--- src/rtl/tele_call_timers.sv ---
// Timer stage feeding the telephone call-control FSM.
// Two independent channels (dial, call). Each channel is a tick prescaler
// driving a saturating tick counter. The limit flags are decoded from
// registered counter state only, so no input reaches an output combinationally.
//
// Ports:
//   clk                      in   system clock, rising edge
//   reset_n                  in   asynchronous active-low reset
//   dial_counter_clear       in   clear dial prescaler and counter
//   dial_counter_increament  in   enable dial channel counting
//   call_counter_clear       in   clear call prescaler and counter
//   call_counter_increament  in   enable call channel counting
//   dial_count_5             out  dial count has reached DIAL_LIMIT
//   call_duration_count_250  out  call count has reached CALL_LIMIT
//   dial_secs                out  current dial tick count
//   call_secs                out  current call tick count

// One channel: a prescaler that wraps every TICK_DIV enabled cycles, and a
// counter that advances on each wrap until it saturates at LIMIT.
module tele_tick_counter #(
  parameter int unsigned TICK_DIV = 50_000_000,
  parameter int unsigned LIMIT    = 5,
  parameter int unsigned CNT_W    = 9
) (
  input  logic             clk,
  input  logic             reset_n,
  input  logic             clr,
  input  logic             inc,
  output logic [CNT_W-1:0] cnt,
  output logic             at_limit_c
);

  localparam int unsigned PRE_W     = 32;
  localparam int unsigned TICK_LAST = TICK_DIV - 1;

  logic [PRE_W-1:0] pre_q, pre_d;
  logic [CNT_W-1:0] cnt_q, cnt_d;

  // Next-state: clear beats increment; the prescaler keeps cycling at saturation.
  always_comb begin
    pre_d = pre_q;
    cnt_d = cnt_q;
    if (clr) begin
      pre_d = '0;
      cnt_d = '0;
    end else if (inc) begin
      if (pre_q == PRE_W'(TICK_LAST)) begin
        pre_d = '0;
        if (cnt_q < CNT_W'(LIMIT)) begin
          cnt_d = cnt_q + CNT_W'(1);
        end
      end else begin
        pre_d = pre_q + PRE_W'(1);
      end
    end
  end

  // State registers.
  always_ff @(posedge clk or negedge reset_n) begin
    if (!reset_n) begin
      pre_q <= '0;
      cnt_q <= '0;
    end else begin
      pre_q <= pre_d;
      cnt_q <= cnt_d;
    end
  end

  assign cnt        = cnt_q;
  assign at_limit_c = (cnt_q == CNT_W'(LIMIT));

endmodule

module tele_call_timers #(
  parameter int unsigned TICK_DIV   = 50_000_000,
  parameter int unsigned DIAL_LIMIT = 5,
  parameter int unsigned CALL_LIMIT = 250,
  parameter int unsigned CNT_W      = 9
) (
  input  logic             clk,
  input  logic             reset_n,
  input  logic             dial_counter_clear,
  input  logic             dial_counter_increament,
  input  logic             call_counter_clear,
  input  logic             call_counter_increament,
  output logic             dial_count_5,
  output logic             call_duration_count_250,
  output logic [CNT_W-1:0] dial_secs,
  output logic [CNT_W-1:0] call_secs
);

  // Dial-timeout channel.
  tele_tick_counter #(
    .TICK_DIV (TICK_DIV),
    .LIMIT    (DIAL_LIMIT),
    .CNT_W    (CNT_W)
  ) u_dial (
    .clk        (clk),
    .reset_n    (reset_n),
    .clr        (dial_counter_clear),
    .inc        (dial_counter_increament),
    .cnt        (dial_secs),
    .at_limit_c (dial_count_5)
  );

  // Call-duration channel.
  tele_tick_counter #(
    .TICK_DIV (TICK_DIV),
    .LIMIT    (CALL_LIMIT),
    .CNT_W    (CNT_W)
  ) u_call (
    .clk        (clk),
    .reset_n    (reset_n),
    .clr        (call_counter_clear),
    .inc        (call_counter_increament),
    .cnt        (call_secs),
    .at_limit_c (call_duration_count_250)
  );

endmodule

--- config.mk ---
export PLATFORM = sky130hd
export DESIGN_NAME = tele_call_timers
export DESIGN_NICKNAME = d
export VERILOG_FILES = /design/src/rtl/tele_call_timers.sv
export SDC_FILE = /design/constraint.sdc
export NUM_CORES = 1
export LEC_CHECK = 0
export CAP_MARGIN = 20
export CORE_MARGIN = 5
export CORE_UTILIZATION = 60
export DETAILED_ROUTE_END_ITERATION = 8
export GPL_ROUTABILITY_DRIVEN = 0
export PLACE_DENSITY = 0.89
export SETUP_SLACK_MARGIN = 0.2
export SLEW_MARGIN = 10
export SYNTH_ARGS = -nofsm -noshare
export SYNTH_HDL_FRONTEND = slang
export SYNTH_HIERARCHICAL = 1
export SYNTH_SLANG_ARGS = --single-unit
export TNS_END_PERCENT = 10
--- constraint.sdc ---
create_clock -name clk -period 3.8 [get_ports clk]
set_input_delay 0.76 -clock clk [delete_from_list [all_inputs] [get_ports clk]]
set_output_delay 0.76 -clock clk [all_outputs]
set_load 0.03 [all_outputs]
==> impl_results.md, run 1 <==
* Port buffer count at 25
* Seq. cell area at 0.00205 mm²
* Yosys top cell by area: dfrtp_1
* Synth top area cells: dfrtp_1, or4_1, a21oi_1
* Final TNS setup at 0 ns
* Reg clk slew, reported paths at 0.09 ns
* #FFs+latches synth at 82
* CTS tree: done
* Count of final hold-check violations at 0
* Num rows at 32
* Gate power share at 0.041
* Crit Path Max Fanout at 3
* Register area share after synthesis at 0.439
* VDD IR max at 0.230 mV
* Int Pwr at 1.20 mW
* DRC at 0
* Post-layout min period at 2.95 ns
* PwrDens at 301 mW/mm²
* Max_cap viols at 0
* # IOs at 26
* Headroom to the max-slew limit at 0.520
* Multi-input gate area at 0.00247 mm²
* Number of synthesized flops with an enable pin at 0
* Core ar. at 0.00765 mm²
* Worst slack, placed at 0.767 ns
* Sw Share at 0.229
* Post-route clock period utilization at 0.775
* Syn Area/Cell at 9.53 µm²
* Crit path from: u_dial/cnt[6]$_DFFE_PN0P_
* Grt total ovfl at 0
* Crit end category: output port
* Initial antenna violation count at 0
* Cts bufs inserted at 9
* Maximum root-to-sink buffer count at 2
* Initial core utilization at 0.612
* Main flop type after synthesis: dfrtp_1
* Die X-Extent at 98.3 µm
* Clk pwr share at 0.391
* Die Y-Extent at 98.3 µm
* Die Footprint at 0.00966 mm²
* Area grow syn2layout at 10.5%
* RSZ-0062 raised after global routing: no
* Clock latency at the later pin of the worst-skew pair at 0.35 ns
* Vias at 4061
* Layout cells sized above 1 at 0.0760
* Nets at 521
* Final Skew at 0.0169 ns
* Placed wire-length estimate at 7330 µm
* Switch Pwr at 356 µW
* Worst-Margin Slew at 0.712 ns
* DR pass1 iterations at 5
* Setup-failing EPs final at 0
* Reg power frac at 0.568
* Vias/cell at 6.60
* Clk sink count at 82
* Pleak at 1.97 nW
* Fin. max-slew vios at 0
* Distinct cell type count after synthesis at 52
* Commonest non-fill, non-tap cell in the layout: dfrtp_1
* Vias in the first global route at 3966
* Synth warn at 6
* Largest net degree at the start of global routing at 83
* Critical R2R Launch: u_call/pre_q[30]$_DFFE_PN0P_
* Mapped cell area at 0.00468 mm²
* Diodes inserted at 0
* Number of setup buffers added after CTS at 0
* DRT iter0 DRCs at 242
* WL final at 10500 µm
* Hold Crit Class: in2async
* Most frequent cells in the layout: dfrtp_1, nor2_1, a21oi_1
* Syn Inst Count at 491
* Worst Path Required at 3.04 ns
* H-tree Lvls at 3
* Crit path DAT at 2.19 ns
* First-pass GRT wire length at 18200 µm
* Top cell type's share of synthesized area at 0.439
* Syn_nets at 503
* Worst Setup Slack, final at 0.855 ns
* Crit start category: flop
* Number of routed nets with antenna violations at 0
* Routed WL per cell at 17.1 µm
* CP Class: reg2out
* # fillers at 582
* FFs w/ async S/R, synth at 1.00
* Root buffer cell: clkbuf_8
* Total track usage at 0.224
* Maximum clock frequency at 340 MHz
* Resized cells post-CTS at 0
* CTS Hold Bufs at 0
* Outcome: completed
through the flow:
stage	area [µm²]	hold slack [ns]	std cells	power [mW]	utilization
detailed placement	4950	0.535	599	0.961	0.648
CTS	5140	0.555	614	1.57	0.672
global route	5170	0.257	615	1.63	0.676
global placement	4950	0.507	599	0.958	0.648
finish	5170	0.264	615	1.55	0.676
floorplan	4680	0.464	491	0.931	-
sequential cells by signal, summed over array words and instances (netlist names):
name	count
u_dial/pre_q	32
u_call/cnt	9
u_dial/cnt	9
u_call/pre_q	32
synth_stat cells (all sizes together) (6+ instances only):
library cell,number
ha,6
o21ai,19
xnor2,12
clkbuf,9
nor2b,11
dfrtp,82
nand3,24
nor4,17
xor2,14
a21oi,36
nor4b,6
inv,8
nand4,29
or3,17
nor2,39
o31ai,22
and3,8
or4,33
nand2,34
mux2,7
and4,9
buf,14
layer usage:
layer | wire, µm | vias up | GRT usage | part of all wire
li1 | - | 1898 | - | -
met1 | 4410 | 2015 | 0.277 | 0.42
met2 | 5460 | 117 | 0.379 | 0.52
met3 | 394 | 31 | 0.0414 | 0.037
met4 | 257 | 0 | 0.101 | 0.024
met5 | 0 | - | 0 | 0
worst max-delay path, stage by stage (launching register included):
cell and delay (ns):
dfrtp_1 0.40, nor4_1 0.50, and4_1 0.27, clkdlybuf4s50_1 0.67
path summary, 6_finish.rpt:
path                       slack, ns                            to  cells past startpoint
min in group clk                0.56   u_dial/pre_q[1]$_DFFE_PN0P_                      2
hold reg to reg                 0.56   u_dial/pre_q[1]$_DFFE_PN0P_                      2
setup reg to reg                1.26  u_call/pre_q[30]$_DFFE_PN0P_                      5
setup / recovery                0.85                  dial_count_5                      3
hold / removal                  0.26  u_call/pre_q[31]$_DFFE_PN0P_                      1
max in group asynchronous       2.92   u_dial/pre_q[8]$_DFFE_PN0P_                      2
area by class of cell:
class | count | share of cell area
multi-input cells | 378 | 0.477
inverters | 8 | 0.00581
repair buffers | 30 | 0.0591
clock buffers | 11 | 0.0254
well taps | 102 | 0.0247
clock inverters | 4 | 0.0104
flip-flops and latches | 82 | 0.397
power by group through the flow:
| stage | logic [mW] | clock network, mW | registers, mW |
|---|---|---|---|
| floorplan | 0.0330 | 0 | 0.898 |
| global placement | 0.0588 | 0 | 0.899 |
| detailed placement | 0.0619 | 0 | 0.899 |
| CTS | 0.0616 | 0.623 | 0.882 |
| global route | 0.0726 | 0.670 | 0.883 |
| finish | 0.0643 | 0.607 | 0.883 |
cells by family after synthesis:
logic type	Yosys count	synth area share
AO/OA/AOI/OAI	93	0.129
multiplexers	7	0.0169
XOR/XNOR	26	0.0487
AND/OR/NAND/NOR	246	0.316
flip-flops	82	0.439
buffers and inverters	31	0.0337
adder cells (fa/ha/maj)	6	0.0161
Note: power is estimated with default switching activity, not from simulation.
==> run 2: changes to the inputs <==
Clock period 3.8 ns to 3 ns, I/O delays scaled along.
==> run 2 against run 1 <==
Compared with the run above: highest routed layer unchanged; sequential share of layout area down 0.37 points; wire length is 0.64% higher; clock-buffer cell count unchanged; setup slack got worse by 0.51 ns; largest cell class unchanged; via count rose by 0.47%; critical path depth stayed put; clock power increased by 41%; utilization grew 0.64 points; non-clock buffer count up 5; register-to-register slack worse by 0.59 ns; combinational power grew 27%.
==> impl_results.md, run 2 (synthesis gave the netlist of run 1 again) <==
* Outcome: completed
* Post-layout min period at 2.65 ns
* Headroom to the max-slew limit at 0.549 (+0.0286)
* Crit path from: u_dial/cnt[6]$_DFFE_PN0P_
* # fillers at 554 (-4.8%)
* First-pass GRT wire length at 18500 µm (+1.7%)
* R2R depth at 4 (-1)
* Worst Path Required at 2.40 ns (-0.64 ns)
* DR pass1 iterations at 5 (unchanged)
* CTS tree: done
* RSZ-0062 raised after global routing: no
* Die X-Extent at 98.3 µm (unchanged)
* Multi-input gate area at 0.00247 mm² (+0.25%)
* H-tree Lvls at 3 (unchanged)
* Placed wire-length estimate at 7500 µm (+2.2%)
* Total track usage at 0.230 (+0.00632)
* Fin. max-slew vios at 0 (unchanged)
* Vias in the first global route at 4035 (+1.7%)
* PwrDens at 394 mW/mm² (+31%)
* R2R Path End: u_call/cnt[6]$_DFFE_PN0P_
* Nets at 526 (+0.96%)
* Final Skew at 0.0136 ns (-0.00328 ns)
* Placed Area at 0.00500 mm² (+0.91%)
* Area grow syn2layout at 11.5%
* Commonest non-fill, non-tap cell in the layout: dfrtp_1
* Number of routed nets with antenna violations at 0 (unchanged)
* WL final at 10600 µm (+0.64%)
* CP Class: reg2out
* Initial antenna violation count at 0 (unchanged)
* Setup slack, reg-to-reg at 0.67 ns (-0.59 ns)
* VDD IR max at 0.305 mV (+33%)
* Layout cells sized above 1 at 0.0886 (+0.0126)
* Grt total ovfl at 0 (unchanged)
* Count of final hold-check violations at 0 (unchanged)
* Root buffer cell: clkbuf_8
* Max_cap viols at 0 (unchanged)
* Crit start category: flop
* Vias/cell at 6.57 (-0.50%)
* Critical R2R Launch: u_call/pre_q[2]$_DFFE_PN0P_
* CP endpoint: dial_count_5
* Pleak at 2.01 nW (+1.9%)
* Regs by FF count: u_call/pre_q: 32 flops, u_dial/pre_q: 32 flops
* Num rows at 32 (unchanged)
* Routed WL per cell at 17.0 µm (-0.34%)
* Vias at 4080 (+0.47%)
* Crit end category: output port
* Port buffer count at 25 (unchanged)
* Worst Setup Slack, final at 0.347 ns (-0.507 ns)
* Worst-Margin Slew at 0.670 ns (-0.0424 ns)
* DRC at 0 (unchanged)
* # IOs at 26 (unchanged)
* Seq. cell area at 0.00205 mm² (unchanged)
* Final TNS setup at 0 ns (unchanged)
* Worst slack, placed at 0.301 ns (-0.466 ns)
* Most frequent cells in the layout: dfrtp_1, nor2_1, a21oi_1
* DRT iter0 DRCs at 346 (+43%)
* Reg clk slew, reported paths at 0.09 ns (about the same)
* Clock latency at the later pin of the worst-skew pair at 0.35 ns (about the same)
* Maximum root-to-sink buffer count at 2 (unchanged)
* Die Footprint at 0.00966 mm² (unchanged)
* Hold Crit Class: in2async
* Die Y-Extent at 98.3 µm (unchanged)
* Maximum clock frequency at 377 MHz
* Crit path DAT at 2.05 ns (-0.14 ns)
* Number of setup buffers added after CTS at 0 (unchanged)
* Initial core utilization at 0.612 (unchanged)
* CTS Hold Bufs at 0 (unchanged)
* Finished Cell Area at 0.00522 mm² (+0.94%)
* Setup-failing EPs final at 0 (unchanged)
* Largest net degree at the start of global routing at 45 (-46%)
* Crit Path Max Fanout at 3 (unchanged)
* Diodes inserted at 0 (unchanged)
* Post-route clock period utilization at 0.884
* Cts bufs inserted at 9 (unchanged)
* Core ar. at 0.00765 mm² (unchanged)
* Clk sink count at 82 (unchanged)
==> run 2: repair_timing <==
item / in CTS / in global routing
resized for setup: 0 / 1
setup endpoints to repair: 0 / 1
hold endpoints to repair: 0 / 0
==> run 2: layout make-up <==
cell class	count	share of cell area
Tap cell	102	0.0245
Sequential cell	82	0.393
Clock inverter	5	0.0151
Multi-Input combinational cell	378	0.474
Clock buffer	11	0.0252
Inverter	8	0.00576
Timing Repair Buffer	35	0.0619
==> run 2: worst max-delay path, stage by stage, from the launching register on <==
cell	delay, ns
dfrtp_1	0.41
nor4_2	0.38
and4_1	0.24
clkdlybuf4s50_1	0.68
==> run 2: worst min-delay path by stage <==
stage,start,to,slack [ns],cells after the start
finish,reset_n,u_call/pre_q[29]$_DFFE_PN0P_,0.23,1
global route,reset_n,u_call/pre_q[25]$_DFFE_PN0P_,0.28,1
CTS,reset_n,u_call/pre_q[29]$_DFFE_PN0P_,0.25,1
detailed placement,u_dial/cnt[8]$_DFFE_PN0P_,u_dial/cnt[8]$_DFFE_PN0P_,0.52,1
global placement,u_dial/cnt[7]$_DFFE_PN0P_,u_dial/cnt[7]$_DFFE_PN0P_,0.51,1
floorplan,reset_n,u_call/cnt[0]$_DFFE_PN0P_,0.30,0
==> run 2: power by group <==
part	switching (mW)	internal, mW
logic	0.0577	0.0240
clock network	0.387	0.468
registers	0.00755	1.11
total	0.452	1.60
==> run 2: through the flow <==
stage          cells  power (mW)  utilization  hold WS (ns)
2_1_floorplan    491        1.18            -         0.304
3_3_place_gp     605        1.22        0.654         0.509
3_5_place_dp     605        1.22        0.654         0.519
4_1_cts          621        2.07        0.681         0.248
5_1_grt          621        2.14        0.682         0.275
6_report         621        2.05        0.682         0.228
==> run 2: per-layer routing <==
layer | global-route usage | vias up | share of wire
met1 | 0.284 | 1995 | 0.42
li1 | - | 1912 | -
met4 | 0.0861 | 0 | 0.015
met5 | 0 | - | 0
met3 | 0.0364 | 26 | 0.051
met2 | 0.404 | 147 | 0.51
